===== src/rtl/uart_word_ctrl.sv =====
// Word-level sequencer between application logic and byte-wide UART cores.
// TX splits 32-bit words into four MSB-first bytes; RX reassembles them, with a partial-word timeout.
module uart_word_ctrl #(
    parameter int GAP_CYCLES     = 16,
    parameter int TIMEOUT_CYCLES = 100000
) (
    input  logic        CLK,
    input  logic        CLR,
    input  logic        word_valid,
    input  logic [31:0] word_data,
    output logic        word_ready,
    output logic [7:0]  tx_byte,
    output logic        tx_start,
    input  logic        tx_busy,
    output logic        tx_done,
    input  logic [7:0]  rx_byte,
    input  logic        rx_valid,
    input  logic        rx_parity_err,
    output logic [31:0] rx_word,
    output logic        rx_word_valid,
    output logic        rx_word_err,
    output logic        rx_timeout
);

    localparam int GW = (GAP_CYCLES > 1) ? $clog2(GAP_CYCLES) : 1;
    localparam logic [GW-1:0] GAP_LAST = GW'((GAP_CYCLES > 0) ? GAP_CYCLES - 1 : 0);
    localparam int TW = (TIMEOUT_CYCLES > 1) ? $clog2(TIMEOUT_CYCLES) : 1;
    localparam logic [TW-1:0] TO_LAST = TW'(TIMEOUT_CYCLES - 1);

    typedef enum logic [2:0] {
        S_IDLE, S_SEND, S_WAIT_HI, S_WAIT_LO, S_GAP
    } tx_state_t;

    tx_state_t       state_reg, state_next, exit_state;
    logic [23:0]     word_sh_reg;
    logic [1:0]      byte_idx_reg;
    logic [GW-1:0]   gap_cnt_reg;
    logic [7:0]      tx_byte_reg;

    always_ff @(posedge CLK or negedge CLR) begin
        if (!CLR) begin
            state_reg    <= S_IDLE;
            word_sh_reg  <= '0;
            byte_idx_reg <= '0;
            gap_cnt_reg  <= '0;
            tx_byte_reg  <= '0;
        end else begin
            state_reg <= state_next;
            // tx_byte is loaded on the edge into SEND so it is already valid alongside tx_start
            if (state_reg == S_IDLE && word_valid) begin
                word_sh_reg  <= word_data[23:0];
                tx_byte_reg  <= word_data[31:24];
                byte_idx_reg <= 2'd0;
            end else if (state_reg != S_IDLE && state_next == S_SEND) begin
                word_sh_reg  <= {word_sh_reg[15:0], 8'h00};
                tx_byte_reg  <= word_sh_reg[23:16];
                byte_idx_reg <= byte_idx_reg + 2'd1;
            end
            gap_cnt_reg <= (state_reg == S_GAP) ? gap_cnt_reg + GW'(1) : '0;
        end
    end

    always_comb begin
        state_next = state_reg;
        exit_state = (byte_idx_reg == 2'd3) ? S_IDLE : S_SEND;
        unique case (state_reg)
            S_IDLE:    if (word_valid) state_next = S_SEND;
            S_SEND:    state_next = S_WAIT_HI;
            S_WAIT_HI: if (tx_busy) state_next = S_WAIT_LO;
            S_WAIT_LO: if (!tx_busy) state_next = (GAP_CYCLES > 0) ? S_GAP : exit_state;
            S_GAP:     if (gap_cnt_reg == GAP_LAST) state_next = exit_state;
            default:   state_next = S_IDLE;
        endcase
    end

    always_comb begin
        word_ready = (state_reg == S_IDLE);
        tx_start   = (state_reg == S_SEND);
        tx_done    = (state_reg != S_IDLE) && (state_next == S_IDLE);
    end

    assign tx_byte = tx_byte_reg;

    logic [1:0]      rx_cnt_reg;
    logic [23:0]     rx_sh_reg;
    logic            err_acc_reg;
    logic [TW-1:0]   to_cnt_reg;
    logic [31:0]     rx_word_reg;
    logic            rx_word_valid_reg, rx_word_err_reg, rx_timeout_reg;

    always_ff @(posedge CLK or negedge CLR) begin
        if (!CLR) begin
            rx_cnt_reg        <= '0;
            rx_sh_reg         <= '0;
            err_acc_reg       <= 1'b0;
            to_cnt_reg        <= '0;
            rx_word_reg       <= '0;
            rx_word_valid_reg <= 1'b0;
            rx_word_err_reg   <= 1'b0;
            rx_timeout_reg    <= 1'b0;
        end else begin
            rx_word_valid_reg <= 1'b0;
            rx_timeout_reg    <= 1'b0;
            // An arriving byte takes priority over a timeout expiring in the same cycle
            if (rx_valid) begin
                to_cnt_reg <= '0;
                if (rx_cnt_reg == 2'd3) begin
                    rx_word_reg       <= {rx_sh_reg, rx_byte};
                    rx_word_err_reg   <= err_acc_reg | rx_parity_err;
                    rx_word_valid_reg <= 1'b1;
                    rx_cnt_reg        <= 2'd0;
                    err_acc_reg       <= 1'b0;
                end else begin
                    rx_sh_reg   <= {rx_sh_reg[15:0], rx_byte};
                    err_acc_reg <= err_acc_reg | rx_parity_err;
                    rx_cnt_reg  <= rx_cnt_reg + 2'd1;
                end
            end else if (rx_cnt_reg != 2'd0) begin
                if (to_cnt_reg == TO_LAST) begin
                    rx_timeout_reg <= 1'b1;
                    rx_cnt_reg     <= 2'd0;
                    err_acc_reg    <= 1'b0;
                    to_cnt_reg     <= '0;
                end else begin
                    to_cnt_reg <= to_cnt_reg + TW'(1);
                end
            end
        end
    end

    assign rx_word       = rx_word_reg;
    assign rx_word_valid = rx_word_valid_reg;
    assign rx_word_err   = rx_word_err_reg;
    assign rx_timeout    = rx_timeout_reg;

endmodule


===== config.mk =====
export PLATFORM = sky130hd
export DESIGN_NAME = uart_word_ctrl
export DESIGN_NICKNAME = d
export VERILOG_FILES = /design/src/rtl/uart_word_ctrl.sv
export SDC_FILE = /design/constraint.sdc
export NUM_CORES = 1
export LEC_CHECK = 0
export ABC_AREA = 1
export CAP_MARGIN = 20
export CORE_MARGIN = 2
export CORE_UTILIZATION = 35
export CTS_BUF_LIST = sky130_fd_sc_hd__clkbuf_8
export CTS_CLUSTER_DIAMETER = 60
export DETAILED_ROUTE_END_ITERATION = 16
export PLACE_DENSITY = 0.63
export SLEW_MARGIN = 40
export SYNTH_ARGS = -nofsm -noshare
export SYNTH_HDL_FRONTEND = slang
export SYNTH_SLANG_ARGS = --single-unit

===== constraint.sdc =====
create_clock -name CLK -period 4.48 [get_ports CLK]
set_input_delay 1.344 -clock CLK [delete_from_list [all_inputs] [get_ports CLK]]
set_output_delay 1.344 -clock CLK [all_outputs]
set_load 0.02 [all_outputs]

; ---- After elaboration in Yosys (flattened, before gate mapping)
; Index checks and enable logic that the tools add are counted.
[op_classes]
add_sub_neg = 4
eq_ne = 9
muxes = 29
n_bitwise = 2
n_reduce_logical = 13
[op_table]
columns = op, n
row1 = two-way mux 17 bit, 3
row2 = two-way mux 24 bit, 2
row3 = adder 17 x 1 -> 17 bit (second input constant), 1
row4 = == test 17 bit (second input constant), 1
row5 = two-way mux 8 bit, 2
row6 = case mux 3 bit (5 select lines), 1
row7 = two-way mux 2 bit, 6
row8 = two-way mux 3 bit, 4
row9 = two-way mux 1 bit, 10
row10 = nonzero test 2 bit, 4
row11 = == test 3 x 1 -> 1 bit (second input constant), 2
row12 = == test 3 x 2 -> 1 bit (second input constant), 2
row13 = logical NOT 3 bit, 2
row14 = AND reduction 2 bit, 3
row15 = adder 2 x 1 -> 2 bit (second input constant), 2
row16 = adder 4 x 1 -> 4 bit (second input constant), 1
row17 = == test 2 bit (second input constant), 2
row18 = == test 4 bit (second input constant), 1
row19 = two-way mux 4 bit, 1
row20 = == test 3 bit (second input constant), 1
row21 = logical AND 1 bit, 3
row22 = nonzero test 3 bit, 1
row23 = inverter 1 bit, 1
row24 = bitwise OR 1 bit, 1
[totals]
regBits = 120
input_bits = 46
output_inout_bits = 46
wordCells = 70

; ---- Longest topological paths before layout
; Gate-level depths: netlist of the first run.
[depth]
ltp_word = 8
depth_mapped = 10
mapped_depth_nobuf = 10

; ---- Worst setup path after synthesis of the first run
; OpenSTA, ideal clock, no wires.
[synth_path]
kind = input to output
from = input word_valid
to = output tx_done
arrival_ns = 1.795
t_required_ns = 3.136
setup_slack_ns = 1.341
stages = 3
path_buffers = 0
path_cell_list = nand2_2 nand3_1 nor2_1
[synth_via]
elab_chain_cells = 4
[synth_rtl]
columns = item, line_no
row1 = "start, declared", 9  ; input logic word_valid,
row2 = two-way mux 3 bit, 67  ; S_IDLE: if (word_valid) state_next = S_SEND;
row3 = case mux 3 bit (5 select lines), 66  ; unique case (state_reg)
row4 = named net state_next[0], 34  ; tx_state_t state_reg, state_next, exit_state;
row5 = logical NOT 3 bit, 79  ; tx_done = (state_reg != S_IDLE) && (state_next == S_IDLE);
row6 = logical AND 1 bit, 79
row7 = "end, declared", 15  ; output logic tx_done,
; The timed path passes the listed nets, and every way through them passes these cells.

; ---- Worst setup path in the final report of the first run
[layout_path]
from = input tx_busy
to = output tx_done
[layout_via]
elab_chain_cells = 4
elab_cells_between_ends = 5
classes_between = mux: 3 / reduce/logical: 2
[layout_rtl]
columns = item, line_no
row1 = "start, declared", 14  ; input logic tx_busy,
row2 = "two-way mux 3 bit, on equally long branches", "70, 69"
row3 = case mux 3 bit (5 select lines) *, 66
row4 = named net state_next[0], 34
row5 = logical NOT 3 bit *, 79
row6 = logical AND 1 bit *, 79
; Mark *: on every way through the listed nets, which the timed path passes. The rest lies on a longest branch.

==> run summary, run 1 <==
The data required time of the worst path is around 3100 ps. TritonCTS built the clock tree. Yosys mapped the design onto 26 distinct sky130hd cell types.

Setup repair after global routing left no endpoint under its margin. The insertion delay of the later-clocked pin in the worst-skew pair is 440 ps. The number of nets with antenna violations after detailed routing is 0. The path depth of the worst reg2reg path came out at 9. The tightest min-delay check is of the reg2reg type. The cell leakage power is ~3 nW. The largest vdd supply drop is around 0.27 mV. The upper clock frequency limit is about 250 MHz. The met3 track demand over resource in global routing is 0.04707. The initial core utilization is 0.3557. The global routing stage identified its most utilized layer as met2. By startpoint and endpoint, the worst setup path is classified as in2out. Entering global routing, the biggest net connects between 70 and 80 pins.

The number of buffers added on ports is 91. The number of levels the H-tree was split into is 4. The post-placement setup slack is around 420 ps. The share of cells above drive strength 1 came out at 0.07214. Clock-pin slew was measured on the worst setup and hold paths at roughly 80 ps.

The sum of overflow across all layers after global routing is 0. The number of antenna violations at the first check in global routing is 0. The Yosys warning count is 0. Data arrives at the worst endpoint at 2690 ps.

For this run, the register share of the synthesized area comes to 0.5852. In this run the tightest slew margin relative to its limit is 0.5132. The buffer depth of the longest clock path came out at 2. The max-capacitance violation count came out at 0. Dividing the synthesized area by the synthesized cell count gives about 8.6 um2. The root buffer cell chosen for the clock tree is clkbuf_8. The via count came out at ~4,100. The worst register-to-register path has a setup slack of 2340 ps. The floorplan has 44 rows. The total track usage came out at 0.1518.

The met2 track demand over resource came out at 0.2442. The congestion estimate from routability-driven global placement came to roughly 0.86. The worst setup path is captured at a primary output. During I/O placement, the number of pins put on the boundary was between 90 and 100. The worst-path maximum fanout came out at 2. The die covers about 16,000 um2. The sink count of the clock tree is between 100 and 150. The residual DRC count came out at 0. The time the final worst path needs with I/O delays and setup is just over 4000 ps. The flow ran to the end, and the final reports show no timing, DRC or antenna violations. The first TritonRoute pass finished after 4 iterations. After synthesis the cells add up to roughly 5100 um2.

The total of fill cells in the finished design is 1,395. The number of enable flip-flop cells after synthesis came out at 0. The core area came out at approximately 14,000 um2. The capturing element of the worst setup path is tx_done. The total detailed-routing wirelength came out at approximately 11,000 um. Dividing the detail-routed wire length by the instance count gives between 10 and 15 um. The HPWL reported at the end of detailed placement is ~8000 um. The diode insertion count for antenna repair is 0.

Of all cell types, the one taking the most synthesized area is dfrtp_1. The critical path startpoint is tx_busy. The accumulated negative setup slack is 0 ps. Setup violations remaining at the end of the flow were counted as 0.

The post-CTS setup buffer count came out at 0. In the post-synthesis netlist, the biggest area contributors are dfrtp_1 (59%), nand2_1 (17%), nand3_1 (6.0%). The top cell type's share of synthesized area is 0.5852.

The worst register-to-register path begins at state_reg[2]. Post-CTS repair changed the size of 0 cells. The area growth from synthesis to layout is 28.36%. The worst setup path is launched from a primary input. The endpoint identified for the worst register-to-register timing path is tx_byte[2]. The count of pins over their slew limit came out at 0.

The detailed-route vias per instance is 4.641. The register with the most flip-flops in the layout has 32 of them. The most used flip-flop cell after synthesis is dfrtp_1. The met1 usage is 0.1904. The first-pass GRT wire length is 19,410 um. The part of the cycle the worst path needs came out at 0.9004. The worst setup slack after layout is around 450 ps. The detailed router finished its first iteration with 283 violations. The synthesized instance count is approximately 600.

The die width came out at ~130 um. The post-layout net count is between 700 and 800. The share of synthesized flip-flops with an asynchronous set or reset came out at 1.000. The worst clock skew on the final layout came out at between 10 and 15 ps. The final-report hold violation count is 0. The power per cell area is just over 600 nW/um2. The die height came out at 125.1 um.

The number of global-route vias before repair is between 4,000 and 5,000. The count of state elements after synthesis came out at 120. In this run, CTS created clock tree buffers numbering 17. The hold-fix buffer count after cts came out at 0.

The slew at the pin closest to its max-slew limit is 728.5 ps. The net count after synthesis came out at 650.
==> cell families (layout without fill, tap and decap cells) <==
group | Yosys count | count (layout) | synth area share
buf+inv | 63 | 171 | 0.05316
flops | 120 | 120 | 0.5852
xor+xnor | 9 | 9 | 0.01536
simple gates | 355 | 355 | 0.2882
compound gates | 47 | 47 | 0.04584
fa+ha+maj | 5 | 5 | 0.01219
==> final cells by class <==
| cell class | instances | area (um2) | share of cell area |
|---|---|---|---|
| well taps | 184 | 230.2 | 0.03495 |
| repair buffers | 96 | 958.4 | 0.1455 |
| multi-input cells | 416 | 1856 | 0.2817 |
| inverters | 43 | 161.4 | 0.02451 |
| clock inverters | 15 | 143.9 | 0.02185 |
| clock buffers | 17 | 234.0 | 0.03552 |
| flip-flops and latches | 120 | 3003 | 0.4559 |
==> cell usage after synthesis (2+ instances only) <==
master and instances:
nor2_1 42, xor2_1 4, nand3_1 62, nand4_1 6, inv_2 5, buf_2 5
o21ai_1 2, nand2_2 2, ha_1 5, clkbuf_1 10, buf_6 3, o21ai_0 43
nor3_1 6, a21oi_1 2, buf_4 2, dfrtp_1 120, nand3b_1 2, xnor2_1 5
nand2_1 228, nor2_2 3, inv_1 37
==> per-stage QoR <==
stage	instance area, um2	cells	total power [mW]	util	hold slack (ps)
floorplan	5131	599	2.497	-	433.1
global placement	6208	859	3.057	0.4304	445.5
detailed placement	6208	859	3.106	0.4304	462.6
CTS	6586	891	4.054	0.4566	475.0
global route	6586	891	4.280	0.4566	481.1
finish	6586	891	3.987	0.4566	468.0
==> how the worst min path moves through the flow <==
stage                     slack (ps)            from  cells after the start              to
after global placement           450  gap_cnt_reg[0]                      1  gap_cnt_reg[0]
after global routing             480  gap_cnt_reg[0]                      1  gap_cnt_reg[0]
after CTS                        480  gap_cnt_reg[0]                      1  gap_cnt_reg[0]
final                            470  gap_cnt_reg[0]                      1  gap_cnt_reg[0]
after detailed placement         460   rx_sh_reg[18]                      2     rx_word[26]
after floorplan                  430  gap_cnt_reg[0]                      1  gap_cnt_reg[0]
==> layout by cell type (no fill, tap or decap), types with 2 or more instances in the layout <==
cell and count:
nor2_1 42, nand3b_1 2, clkdlybuf4s50_1 90, clkbuf_8 17
nand4_1 6, o21ai_0 43, buf_4 5, inv_1 37
clkinvlp_4 4, clkinv_4 4, nand3_1 62, a21oi_1 2
inv_2 5, nand2_1 228, nand2_2 2, xnor2_1 5
nor3_1 6, xor2_1 4, dfrtp_1 120, o21ai_1 2
ha_1 5, inv_6 5, nor2_2 3
==> critical path: stages <==
cell and delay (ps):
clkdlybuf4s50_1 440, nand3_1 100, nand3_1 110, nor2_1 100, clkdlybuf4s50_1 600
==> report_power, final <==
part | internal [mW] | switching [mW] | total, mW
registers | 1.48 | 0.224 | 1.71
logic | 0.577 | 0.777 | 1.35
clock network | 0.447 | 0.478 | 0.926
==> per-layer routing <==
metal / vias up / wire, um
li1: 2095 / -
met1: 1915 / 5127
met2: 112 / 5343
met3: 13 / 629
met4: 0 / 184
met5: - / 0
(Power assumes the default switching activity.)
==> run 2, diff against run 1 <==
Settings changed: SLEW_MARGIN 40 to 5.
==> results of run 2 <==
The final DEF is identical to that of run 1; final timing and power are the same.
